### src/rtl/rf_wport_arbiter.sv
// Register-file write-port arbiter: writeback has priority, the long-latency unit waits on a
// req/gnt handshake, and a one-cycle pipeline freeze guarantees it eventually retires.
// Optional perf counters are built when RF_WPORT_ARB_PERF_EN is defined.
module rf_wport_arbiter #(
    parameter int unsigned DATA_W   = 32,
    parameter int unsigned ADDR_W   = 5,
    parameter int unsigned MAX_WAIT = 4,
    parameter int unsigned CNT_W    = 3
) (
    input  logic              clk,
    input  logic              rst,
    input  logic              wb_we_i,
    input  logic [ADDR_W-1:0] wb_waddr_i,
    input  logic [DATA_W-1:0] wb_wdata_i,
    input  logic              lu_req_i,
    input  logic [ADDR_W-1:0] lu_waddr_i,
    input  logic [DATA_W-1:0] lu_wdata_i,
    output logic              lu_gnt_o,
    output logic              stall_o,
    output logic              rf_we_o,
    output logic [ADDR_W-1:0] rf_waddr_o,
    output logic [DATA_W-1:0] rf_wdata_o
`ifdef RF_WPORT_ARB_PERF_EN
    ,
    output logic [15:0]       force_cnt_o,
    output logic [15:0]       conflict_cnt_o
`endif
);

    typedef enum logic [0:0] {StNorm, StForce} state_e;

    localparam logic [CNT_W-1:0] MaxWait  = CNT_W'(MAX_WAIT);
    localparam logic [CNT_W-1:0] LastWait = CNT_W'(MAX_WAIT - 1);

    state_e            state_q, state_d;
    logic [CNT_W-1:0]  wait_cnt_q, wait_cnt_d;
    logic              stall_q;
    logic              rf_we_q, rf_we_d;
    logic [ADDR_W-1:0] rf_waddr_q, rf_waddr_d;
    logic [DATA_W-1:0] rf_wdata_q, rf_wdata_d;

    logic wb_eff;
    logic same_addr;
    logic lu_blocked;

    assign wb_eff    = wb_we_i && (wb_waddr_i != '0) && (state_q == StNorm);
    assign same_addr = (lu_waddr_i == wb_waddr_i);
    // A same-address lu result is consumed but dropped: the younger wb write wins.
    assign lu_gnt_o   = !rst && lu_req_i && ((state_q == StForce) || !wb_eff || same_addr);
    assign lu_blocked = lu_req_i && !lu_gnt_o;

    always_comb begin
        state_d    = state_q;
        wait_cnt_d = wait_cnt_q;
        rf_we_d    = 1'b0;
        rf_waddr_d = rf_waddr_q;
        rf_wdata_d = rf_wdata_q;

        if (wb_eff) begin
            rf_we_d    = 1'b1;
            rf_waddr_d = wb_waddr_i;
            rf_wdata_d = wb_wdata_i;
        end else if (lu_gnt_o && (lu_waddr_i != '0)) begin
            rf_we_d    = 1'b1;
            rf_waddr_d = lu_waddr_i;
            rf_wdata_d = lu_wdata_i;
        end

        if (state_q == StForce) begin
            state_d    = StNorm;
            wait_cnt_d = '0;
        end else if (lu_blocked) begin
            if (wait_cnt_q == LastWait) begin
                state_d = StForce;
            end
            wait_cnt_d = (wait_cnt_q == MaxWait) ? wait_cnt_q : wait_cnt_q + 1'b1;
        end else begin
            wait_cnt_d = '0;
        end
    end

    always_ff @(posedge clk or posedge rst) begin
        if (rst) begin
            state_q    <= StNorm;
            wait_cnt_q <= '0;
            stall_q    <= 1'b0;
            rf_we_q    <= 1'b0;
            rf_waddr_q <= '0;
            rf_wdata_q <= '0;
        end else begin
            state_q    <= state_d;
            wait_cnt_q <= wait_cnt_d;
            stall_q    <= (state_d == StForce);
            rf_we_q    <= rf_we_d;
            rf_waddr_q <= rf_waddr_d;
            rf_wdata_q <= rf_wdata_d;
        end
    end

    assign stall_o    = stall_q;
    assign rf_we_o    = rf_we_q;
    assign rf_waddr_o = rf_waddr_q;
    assign rf_wdata_o = rf_wdata_q;

`ifdef RF_WPORT_ARB_PERF_EN
    logic [15:0] force_cnt_q, conflict_cnt_q;
    logic        force_entry;
    logic        conflict;

    assign force_entry = (state_q == StNorm) && (state_d == StForce);
    assign conflict    = wb_eff && lu_req_i && same_addr;

    always_ff @(posedge clk or posedge rst) begin
        if (rst) begin
            force_cnt_q    <= '0;
            conflict_cnt_q <= '0;
        end else begin
            if (force_entry && (force_cnt_q != 16'hFFFF)) begin
                force_cnt_q <= force_cnt_q + 16'd1;
            end
            if (conflict && (conflict_cnt_q != 16'hFFFF)) begin
                conflict_cnt_q <= conflict_cnt_q + 16'd1;
            end
        end
    end

    assign force_cnt_o    = force_cnt_q;
    assign conflict_cnt_o = conflict_cnt_q;
`endif

endmodule

### config.mk
export PLATFORM = sky130hd
export DESIGN_NAME = rf_wport_arbiter
export DESIGN_NICKNAME = d
export VERILOG_FILES = /design/src/rtl/rf_wport_arbiter.sv
export SDC_FILE = /design/constraint.sdc
export NUM_CORES = 1
export LEC_CHECK = 0
export ABC_AREA = 0
export BUFFER_PORTS_ARGS = -buffer_cell sky130_fd_sc_hd__buf_2
export CAP_MARGIN = 20
export CELL_PAD_IN_SITES_DETAIL_PLACEMENT = 1
export CELL_PAD_IN_SITES_GLOBAL_PLACEMENT = 1
export CORE_MARGIN = 2
export CORE_UTILIZATION = 33
export DETAILED_ROUTE_END_ITERATION = 6
export PLACE_DENSITY = 0.82
export SLEW_MARGIN = 20
export SYNTH_ARGS = -nofsm -noshare
export SYNTH_HDL_FRONTEND = slang
export SYNTH_SLANG_ARGS = --single-unit
### constraint.sdc
create_clock -name clk -period 2.24 [get_ports clk]
set_input_delay 0.112 -clock clk [delete_from_list [all_inputs] [get_ports clk]]
set_output_delay 0.112 -clock clk [all_outputs]
set_load 0.005 [all_outputs]
Yosys cells after proc, flatten, opt, wreduce, memory -nomap -nowiden --
Cells that the tools add are included. Widths: inputs -> output; s select.
Cells by class: muxes and demuxes 12, bitwise logic cells 1, add/subtract/negate cells 1, equal/unequal tests 4, reductions and logical operators 14
Operators with widths (number):
- $mux 32 | 2
- $mux 5 | 2
- $reduce_bool 5->1 | 2
- $mux 3 | 3
- $logic_and 1x1->1 | 6
- $eq 5x5->1 | 1
- $mux 1 | 5
- $add 3x1->3 const B | 1
- $eq 3x2->1 const B | 1
- $eq 3x3->1 const B | 1
- $logic_not 1->1 | 3
- $ne 3x3->1 const B | 1
- $logic_or 1x1->1 | 2
- $reduce_bool 2->1 | 1
- $not 1->1 | 1
Word-level totals: word-level logic and storage cells 37, register bits after elaboration 42, output and inout port bits 40, bits of input ports 78

Depth between registers and ports, before layout --
Gate-level depths: netlist of run 1.
word-level depth 11, mapped depth 6, depth with buffers taken out 5

Worst setup path before layout of run 1 --
OpenSTA, ideal clock, no wires.
kind register -> register, start point register stall_o (netlist name), end point register wait_cnt_q[2], arrival time 1.381 ns, clock period less this slack 1.506 ns, setup time 0.125 ns, stages on the path, launching flop included 6, slack 0.734 ns, required time 2.115 ns, path buffers 1, cell sequence dfrtp_1 -> nor2b_1 -> buf_2 -> o21ai_4 -> a22o_1 -> a2111oi_0
RTL lines:
- to (signal assigned) | line 92 | wait_cnt_q <= wait_cnt_d;
- to (decl) | line 36 | logic [CNT_W-1:0] wait_cnt_q, wait_cnt_d;

==> results of run 1 <==
[worst max-delay path: cells and delay by family, from the launching register on]
family                 cells  cell delay [ps]
flip-flops                 1              440
AO/OA/AOI/OAI              2              390
AND/OR/NAND/NOR            1              270
buffers and inverters      1              150
[cells by family (layout without fill, tap and decap cells)]
group	count (synthesis)	count (layout)	synth area share (%)
multiplexers	2	2	1.02
adder cells (fa/ha/maj)	3	3	1.81
AO/OA/AOI/OAI	48	48	16.1
XOR/XNOR	6	6	2.53
AND/OR/NAND/NOR	115	115	22.4
buffers and inverters	21	137	5.54
flip-flops	42	42	50.6
[layout make-up]
type                    instances  area [um^2]
well taps                      75         93.8
fillers                       779         3190
clock buffers                   7         86.3
flip-flops and latches         42         1050
inverters                       6         22.5
repair buffers                123          631
multi-input cells             174          915
clock inverters                 1         5.00
[state kept, by name, summed over array words and instances, names as in the netlist]
signal      count
rf_wdata_o     32
rf_we_o         1
stall_o         1
wait_cnt_q      3
rf_waddr_o      5
[power breakdown]
part           leakage (nW)  switching (mW)  internal, mW
Sequential            0.486          0.0520         0.852
Clock                0.0482           0.260         0.249
Combinational         0.893           0.230         0.205
Total                  1.43           0.542          1.31
[routing by layer]
| layer | wire length (um) | vias up |
|---|---|---|
| met4 | 35 | 0 |
| met3 | 397 | 5 |
| met1 | 2690 | 984 |
| li1 | - | 1036 |
| met2 | 2960 | 73 |
| met5 | 0 | - |
[per-stage QoR]
| step | hold slack [ps] | setup slack, ps | utilization [%] | power [mW] |
|---|---|---|---|---|
| detailed placement | 369 | 507 | 45.3 | 1.37 |
| CTS | 47.9 | 569 | 46.8 | 1.88 |
| floorplan | 224 | 734 | - | 1.14 |
| global placement | 358 | 535 | 45.3 | 1.34 |
| global route | 54.0 | 466 | 46.8 | 1.97 |
| finish | 23.5 | 586 | 46.8 | 1.85 |
[Yosys cell counts, drive strengths merged, types with 2 or more instances]
cell / number
nand2: 69
dfrtp: 42
nor2: 35
a31oi: 32
buf: 12
inv: 6
xor2: 5
a22o: 4
clkbuf: 3
ha: 3
nor3: 3
nor4: 3
o21ai: 3
a21oi: 2
o221a: 2
[how the worst max path moves through the flow]
stage,cells past startpoint,endpoint,slack [ps],from
floorplan,5,wait_cnt_q[2],730,stall_o
global placement,6,rf_waddr_o[4],530,wb_waddr_i[0]
detailed placement,6,rf_waddr_o[4],510,wb_waddr_i[0]
CTS,4,lu_gnt_o,570,stall_o
global route,4,lu_gnt_o,470,stall_o
finish,4,lu_gnt_o,590,stall_o
==> results.cfg, run 1 <==
[status]
status = finished, final reports clean

[global_routing]
grt_start_max_net_pins = 43
top_usage_layer = met2
antenna_found_initial = 0
grt_pass1_wl_um = 10300
grt_pass1_vias = 2194
gr-usage-all-layers_pct = 17.7
met1_usage_pct = 22.8
grtUsageMet2_pct = 30.3
grt_use_met3_pct = 4.67
gr-total-overflow = 0

[synth]
yosysWarnings = 0
syn_inst = 237
synth.net_count = 318
synth_area_leaders = dfrtp_1 (51%), nand2_1 (12%), a31oi_1 (9.6%)
netlist.area_leader.share_pct = 50.6
synth-edff-count = 0
yosys.area.top_type = dfrtp_1
async_flop_share_pct = 100
synth_ff_type = dfrtp_1
synthDistinctLibCells = 33
syn_avg_cell_area_um2 = 8.76
ys_seq_elements = 42
yosysSeqAreaShare_pct = 50.6
synth_area_um2 = 2080

[die]
fp.dieH_um = 83.3
die_w_um = 83.3
dieArea_um2 = 6940
start_util_pct = 34.7
io_pins = 118
coreArea_um2 = 5990
rows = 28

[timing]
period_share_pct = 73.8
fin_setup_tns_ps = 0
final_hold_viol_count = 0
tightest_slew_ps = 894
fmax_mhz = 605
drv_slew = 0
min_period_ps = 1650
relSlewSlack_pct = 40.3
setup_viol = 0
skew_ps = 3.52
rsz0062_at_grt = false

[cells_and_area]
finalNetCount = 433
design_area_um2 = 2800
drive_gt1_share_pct = 39.1
finalNonFillerCells = 428
antenna_cells = 0
area_growth_pct = 35.0
final_common_cell = buf_2
final_cell_mix = buf_2 (117), nand2_1 (69), dfrtp_1 (42)

[clock_network]
hold_buffers = 0
cts_buffer_depth = 2
path_clk_slew_ps = 80
post_cts_buffers = 0
cts_root_buffer = clkbuf_8
cts_htree_levels = 2
cts.repair.resized = 0
numCtsBuffers = 5
worstSkewPairLatency_ps = 290
cts_tree = built
cts_sinks = 42

[placed_design]
portBuffers = 117
postPlaceCellArea_um2 = 2710
place_congestion = 0.881
dpl.cell_count = 420
hpwl_um = 4630

[worst_hold_path]
hp-class = in2async

[setup_path]
worstPathArrival_ps = 1540
crit_fanout = 6
worstSetupPathType = reg2out
cp.required_ps = 2130
rrSetupSlack_ps = 610
ff2ff_path_depth = 4
critical_path.endpoint_type = primary output
slowest_delay_ps = 440
startpoint_type = flip-flop
r2r-start = stall_o
critical-path-slowest-cell = dfrtp_1
cp_cell_sequence = nor2b_1 > o21ai_4 > a22o_1 > buf_2
r2r_end = wait_cnt_q[2]

[power]
power_density_nw_per_um2 = 659
irDropWorstVdd_mv = 0.234
p_leak_nw = 1.43

[routing]
finalWirelength_um = 6080
drc_errors = 0
dr.first_iter.drc_count = 33
vias_per_cell = 4.90
route.vias.total = 2098
dr.pass1.iters = 5
antenna_left = 0
detail_route.wl_per_cell_um = 14.2

[job]
maxCapViolCount = 0
(Power assumes the default switching activity.)
==> run 2, diff against run 1 <==
CORE_UTILIZATION = 31   (was 33)
PLACE_DENSITY = 0.77   (was 0.82)
clock period = 1.6 ns   (was 2.24 ns; I/O delays follow)
==> run 2 against run 1 <==
The flow now finishes with violations (DRC). Count of clock-buffer cells in the layout unchanged. Global-route usage increased by 0.86 points. Via count increased by 1.8%. Critical path depth is 1 higher. Cell count increased by 1.9%. Critical path type is now in2out. Critical endpoint unchanged. Highest routed layer unchanged.
==> results.cfg, run 2 (synthesis results as in run 1) <==
[clock_network]
post_cts_buffers = 0
cts_root_buffer = clkbuf_8
path_clk_slew_ps = 80
cts_htree_levels = 2
cts_tree = built
numCtsBuffers = 5
cts_buffer_depth = 2
cts_sinks = 42
worstSkewPairLatency_ps = 290

[setup_path]
path_delay_family = simple AND/OR/NAND/NOR gates
startpoint_type = input pin
rrSetupSlack_ps = 200
crit_top_cell = buf_2
cp_cell_sequence = buf_2 > or4_4 > o21ai_4 > a22o_1 > buf_2
critical_path.endpoint_type = primary output
critical-path-slowest-cell = or4_4
crit_fanout = 5
worstSetupPathType = in2out
cp.required_ps = 1520
slowest_delay_ps = 550
critPathBufInv = 2
worstPathArrival_ps = 1400

[status]
status = complete, but fails checks
violations = DRC

[global_routing]
gr-usage-all-layers_pct = 18.6
grt_pass1_vias = 2350
gr-total-overflow = 0
grt_start_max_net_pins = 38
grt_pass1_wl_um = 11000
antenna_found_initial = 0

[worst_hold_path]
hp-class = in2reg

[cells_and_area]
final_common_cell = buf_2
area_growth_pct = 40.2
final_cell_mix = buf_2 (117), nand2_1 (69), dfrtp_1 (42)
largest_reg_flops = 32
drive_gt1_share_pct = 40.4
finalNetCount = 439
antenna_cells = 0
fillers = 812

[routing]
dr.pass1.iters = 6
detail_route.wl_per_cell_um = 14.7
antenna_left = 0
drc_errors = 9
route.vias.total = 2136
finalWirelength_um = 6410
vias_per_cell = 4.90
dr.first_iter.drc_count = 64

[power]
irDropWorstVdd_mv = 0.341
power_density_nw_per_um2 = 898
p_leak_nw = 1.48
finalPower_mw = 2.61

[die]
fp.dieH_um = 85.9
io_pins = 118
die_w_um = 85.9
dieArea_um2 = 7370
start_util_pct = 32.3
coreArea_um2 = 6420
rows = 29

[timing]
setup_viol = 0
relSlewSlack_pct = 75.3
period_share_pct = 92.8
drv_slew = 0
rsz0062_at_grt = false
tightest_slew_ps = 370
min_period_ps = 1480
fmax_mhz = 674
setup_ws_ps = 115
final_hold_viol_count = 0
skew_ps = 10.8
hold-worst-slack_ps = 32.8

[placed_design]
portBuffers = 117
place_congestion = 0.803
hpwl_um = 4890
dp_slack_ps = -44.0

[job]
maxCapViolCount = 0
run 2: cell count changes in the layout (fill, tap and decap cells not counted), sizes merged:
| cell | delta |
|---|---|
| buf | +5 |
| dlygate4sd3 | +1 |
run 2: cell type report:
| type | count | area (um^2) | area share (%) |
|---|---|---|---|
| Clock buffer | 7 | 86.3 | 2.96 |
| Clock inverter | 1 | 5.00 | 0.172 |
| Tap cell | 77 | 96.3 | 3.31 |
| Timing Repair Buffer | 129 | 716 | 24.6 |
| Inverter | 6 | 22.5 | 0.773 |
| Multi-Input combinational cell | 174 | 936 | 32.1 |
| Sequential cell | 42 | 1050 | 36.1 |
run 2: final timing paths:
| path | to | cells after the start | startpoint |
|---|---|---|---|
| worst max-delay path | lu_gnt_o | 5 | wb_waddr_i[0] |
| worst min-delay path | rf_wdata_o[31] | 3 | lu_wdata_i[31] |
| worst max register to register | wait_cnt_q[2] | 4 | stall_o |
| worst min register to register | rf_wdata_o[10] | 2 | rf_wdata_o[10] |
| max in group asynchronous | rf_wdata_o[2] | 4 | rst |
| min in group asynchronous | wait_cnt_q[2] | 3 | rst |
run 2: through the flow:
stage,utilization (%),cell area [um^2],TNS [ps],instances
floorplan,-,2080,0,237
global placement,43.6,2800,0,427
detailed placement,43.6,2800,-255,427
CTS,45.2,2900,0,436
global route,45.4,2910,0,436
finish,45.4,2910,0,436
run 2: power by group:
group / switching [mW] / internal (mW)
logic: 0.336 / 0.313
clock network: 0.351 / 0.348
registers: 0.0725 / 1.19
run 2: routing by layer:
layer,wire (um),track usage [%]
met5,0,0
met2,3100,31.5
met3,454,3.85
met4,43,5.05
met1,2810,24.3
run 2: worst reg2reg max path, stage by stage, from the launching register on:
cell and delay [ps]:
dfrtp_1 430, nor2b_4 160, o21ai_4 100, a22o_1 280, a2111oi_2 340
run 2: timing repair:
| item | in CTS | in global routing |
|---|---|---|
| hold endpoints to repair | 13 | 0 |
| endpoints found under the setup margin | 1 | 2 |
| resized for setup | 1 | 3 |
| hold buffers | 1 | 0 |
==> run 3, diff against run 2 <==
CORE_MARGIN = not set   (was 2)
SETUP_SLACK_MARGIN = 0.5   (was not set)
==> run 3 against run 2 <==
Routed wire length is 4.3% higher. Sequential cell count stayed put. The run still ends with DRC left. Fmax is 7.2% higher. Cell count is 2.1% higher. Largest cell class unchanged. Global-route usage is 1.0 points higher.
==> results.cfg, run 3 (synthesis results as in run 1) <==
[status]
status = complete, but fails checks
violations = DRC

[job]
maxCapViolCount = 0

[timing]
rsz0062_at_grt = true
setup_ws_ps = 215
final_hold_viol_count = 0
period_share_pct = 86.5
fin_setup_tns_ps = 0
min_period_ps = 1380
tightest_slew_ps = 393
drv_slew = 0
skew_ps = 3.72
setup_viol = 0
relSlewSlack_pct = 73.8
fmax_mhz = 722

[routing]
route.vias.total = 2196
dr.pass1.iters = 5
antenna_left = 0
drc_errors = 18
dr.first_iter.drc_count = 72
finalWirelength_um = 6680
detail_route.wl_per_cell_um = 15.0
vias_per_cell = 4.93

[placed_design]
hpwl_um = 4760
place_congestion = 0.812
dp_slack_ps = 10.7
portBuffers = 117

[clock_network]
worstSkewPairLatency_ps = 290
cts_root_buffer = clkbuf_8
path_clk_slew_ps = 80
numCtsBuffers = 5
cts_buffer_depth = 2
cts_tree = built
cts_htree_levels = 2
cts_sinks = 42

[cells_and_area]
drive_gt1_share_pct = 44.6
final_common_cell = buf_2
finalCoreUtilization_pct = 48.4
antenna_cells = 0
area_growth_pct = 49.6
finalNetCount = 448
largest_reg_flops = 32
final_cell_mix = buf_2 (117), nand2_1 (68), dfrtp_1 (42)

[setup_path]
slowest_delay_ps = 550
startpoint_type = input pin
cp.required_ps = 1800
cp_cell_sequence = buf_2 > or4_4 > o21ai_4 > buf_4 > bufbuf_16 > nor2_1 > a31oi_1
r2r-start = stall_o
crit_fanout = 13
critical_path.endpoint_type = flip-flop
worstPathArrival_ps = 1590
cp-startpoint = wb_waddr_i[0]
critical-path-slowest-cell = or4_4
path_delay_family = simple AND/OR/NAND/NOR gates
critPathBufInv = 3
worstSetupPathType = in2reg

[die]
coreArea_um2 = 6420
rows = 29
fp.dieH_um = 83.9
io_pins = 118
start_util_pct = 32.3
dieArea_um2 = 7030
die_w_um = 83.9

[power]
p_leak_nw = 1.57
irDropWorstVdd_mv = 0.385
power_density_nw_per_um2 = 914

[global_routing]
grt_pass1_vias = 2322
grt_pass1_wl_um = 11000
gr-usage-all-layers_pct = 19.6
antenna_found_initial = 0
grt_start_max_net_pins = 34
gr-total-overflow = 0

[worst_hold_path]
hp-class = in2reg
hold_start = lu_wdata_i[26]
==> run 3: changes by cell type in the layout (fill, tap and decap cells not counted), sizes merged <==
cell,before,now
buf,128,136
bufinv,0,1
inv,6,5
bufbuf,0,1
==> run 3: per-layer routing <==
| metal | global-route usage, % | routed length (um) | vias up | share of wire, % |
|---|---|---|---|---|
| met4 | 5.02 | 67 | 0 | 1.0 |
| li1 | - | - | 1066 | - |
| met5 | 0 | 0 | - | 0 |
| met1 | 25.6 | 2950 | 1051 | 44 |
| met3 | 3.96 | 361 | 6 | 5.4 |
| met2 | 33.3 | 3300 | 73 | 49 |
==> run 3: repair_timing <==
item                                    CTS  global route
hold buffers                              1             0
endpoints found under the setup margin   42            59
cloned                                    1             0
pin swaps                                 3             4
setup buffers                             6             1
endpoints found under the hold margin    19             0
gates resized for setup                   9            14
==> run 3: final timing paths <==
kind	cells past startpoint	endpoint	slack [ps]
hold / removal	3	rf_wdata_o[26]	40
setup reg to reg	6	rf_wdata_o[16]	260
setup / recovery	7	rf_wdata_o[16]	220
hold reg to reg	2	rf_wdata_o[18]	540
min in group asynchronous	3	rf_waddr_o[4]	360
max in group asynchronous	4	rf_we_o	700
==> run 3: cell type report <==
class,count,area [um^2]
clock buffer,7,76.3
tap,77,96.3
inverter,6,23.8
fill,787,3320
timing repair buffer,138,823
sequential,42,1050
multi-input combinational,174,1010
clock inverter,1,30.0
==> run 3: stage by stage <==
step	cells	area [um^2]	total power, mW	hold WS (ps)
after floorplan	237	2110	1.61	198
after global routing	445	3110	2.99	34.0
after global placement	428	2810	1.92	151
after detailed placement	428	2810	1.95	151
after CTS	444	3050	2.83	26.9
final	445	3110	2.84	35.8
==> run 3: power breakdown <==
group / internal (mW) / total (mW) / switching (mW)
clock: 0.467 / 0.829 / 0.361
sequential: 1.19 / 1.27 / 0.0809
combinational: 0.372 / 0.736 / 0.364
total: 2.03 / 2.84 / 0.806
==> run 3: tightest hold or removal path, delay by kind of cell <==
kind	cells	cell delay (ps)
AND/OR/NAND/NOR	1	40
buffers and inverters	1	100
AO/OA/AOI/OAI	1	70
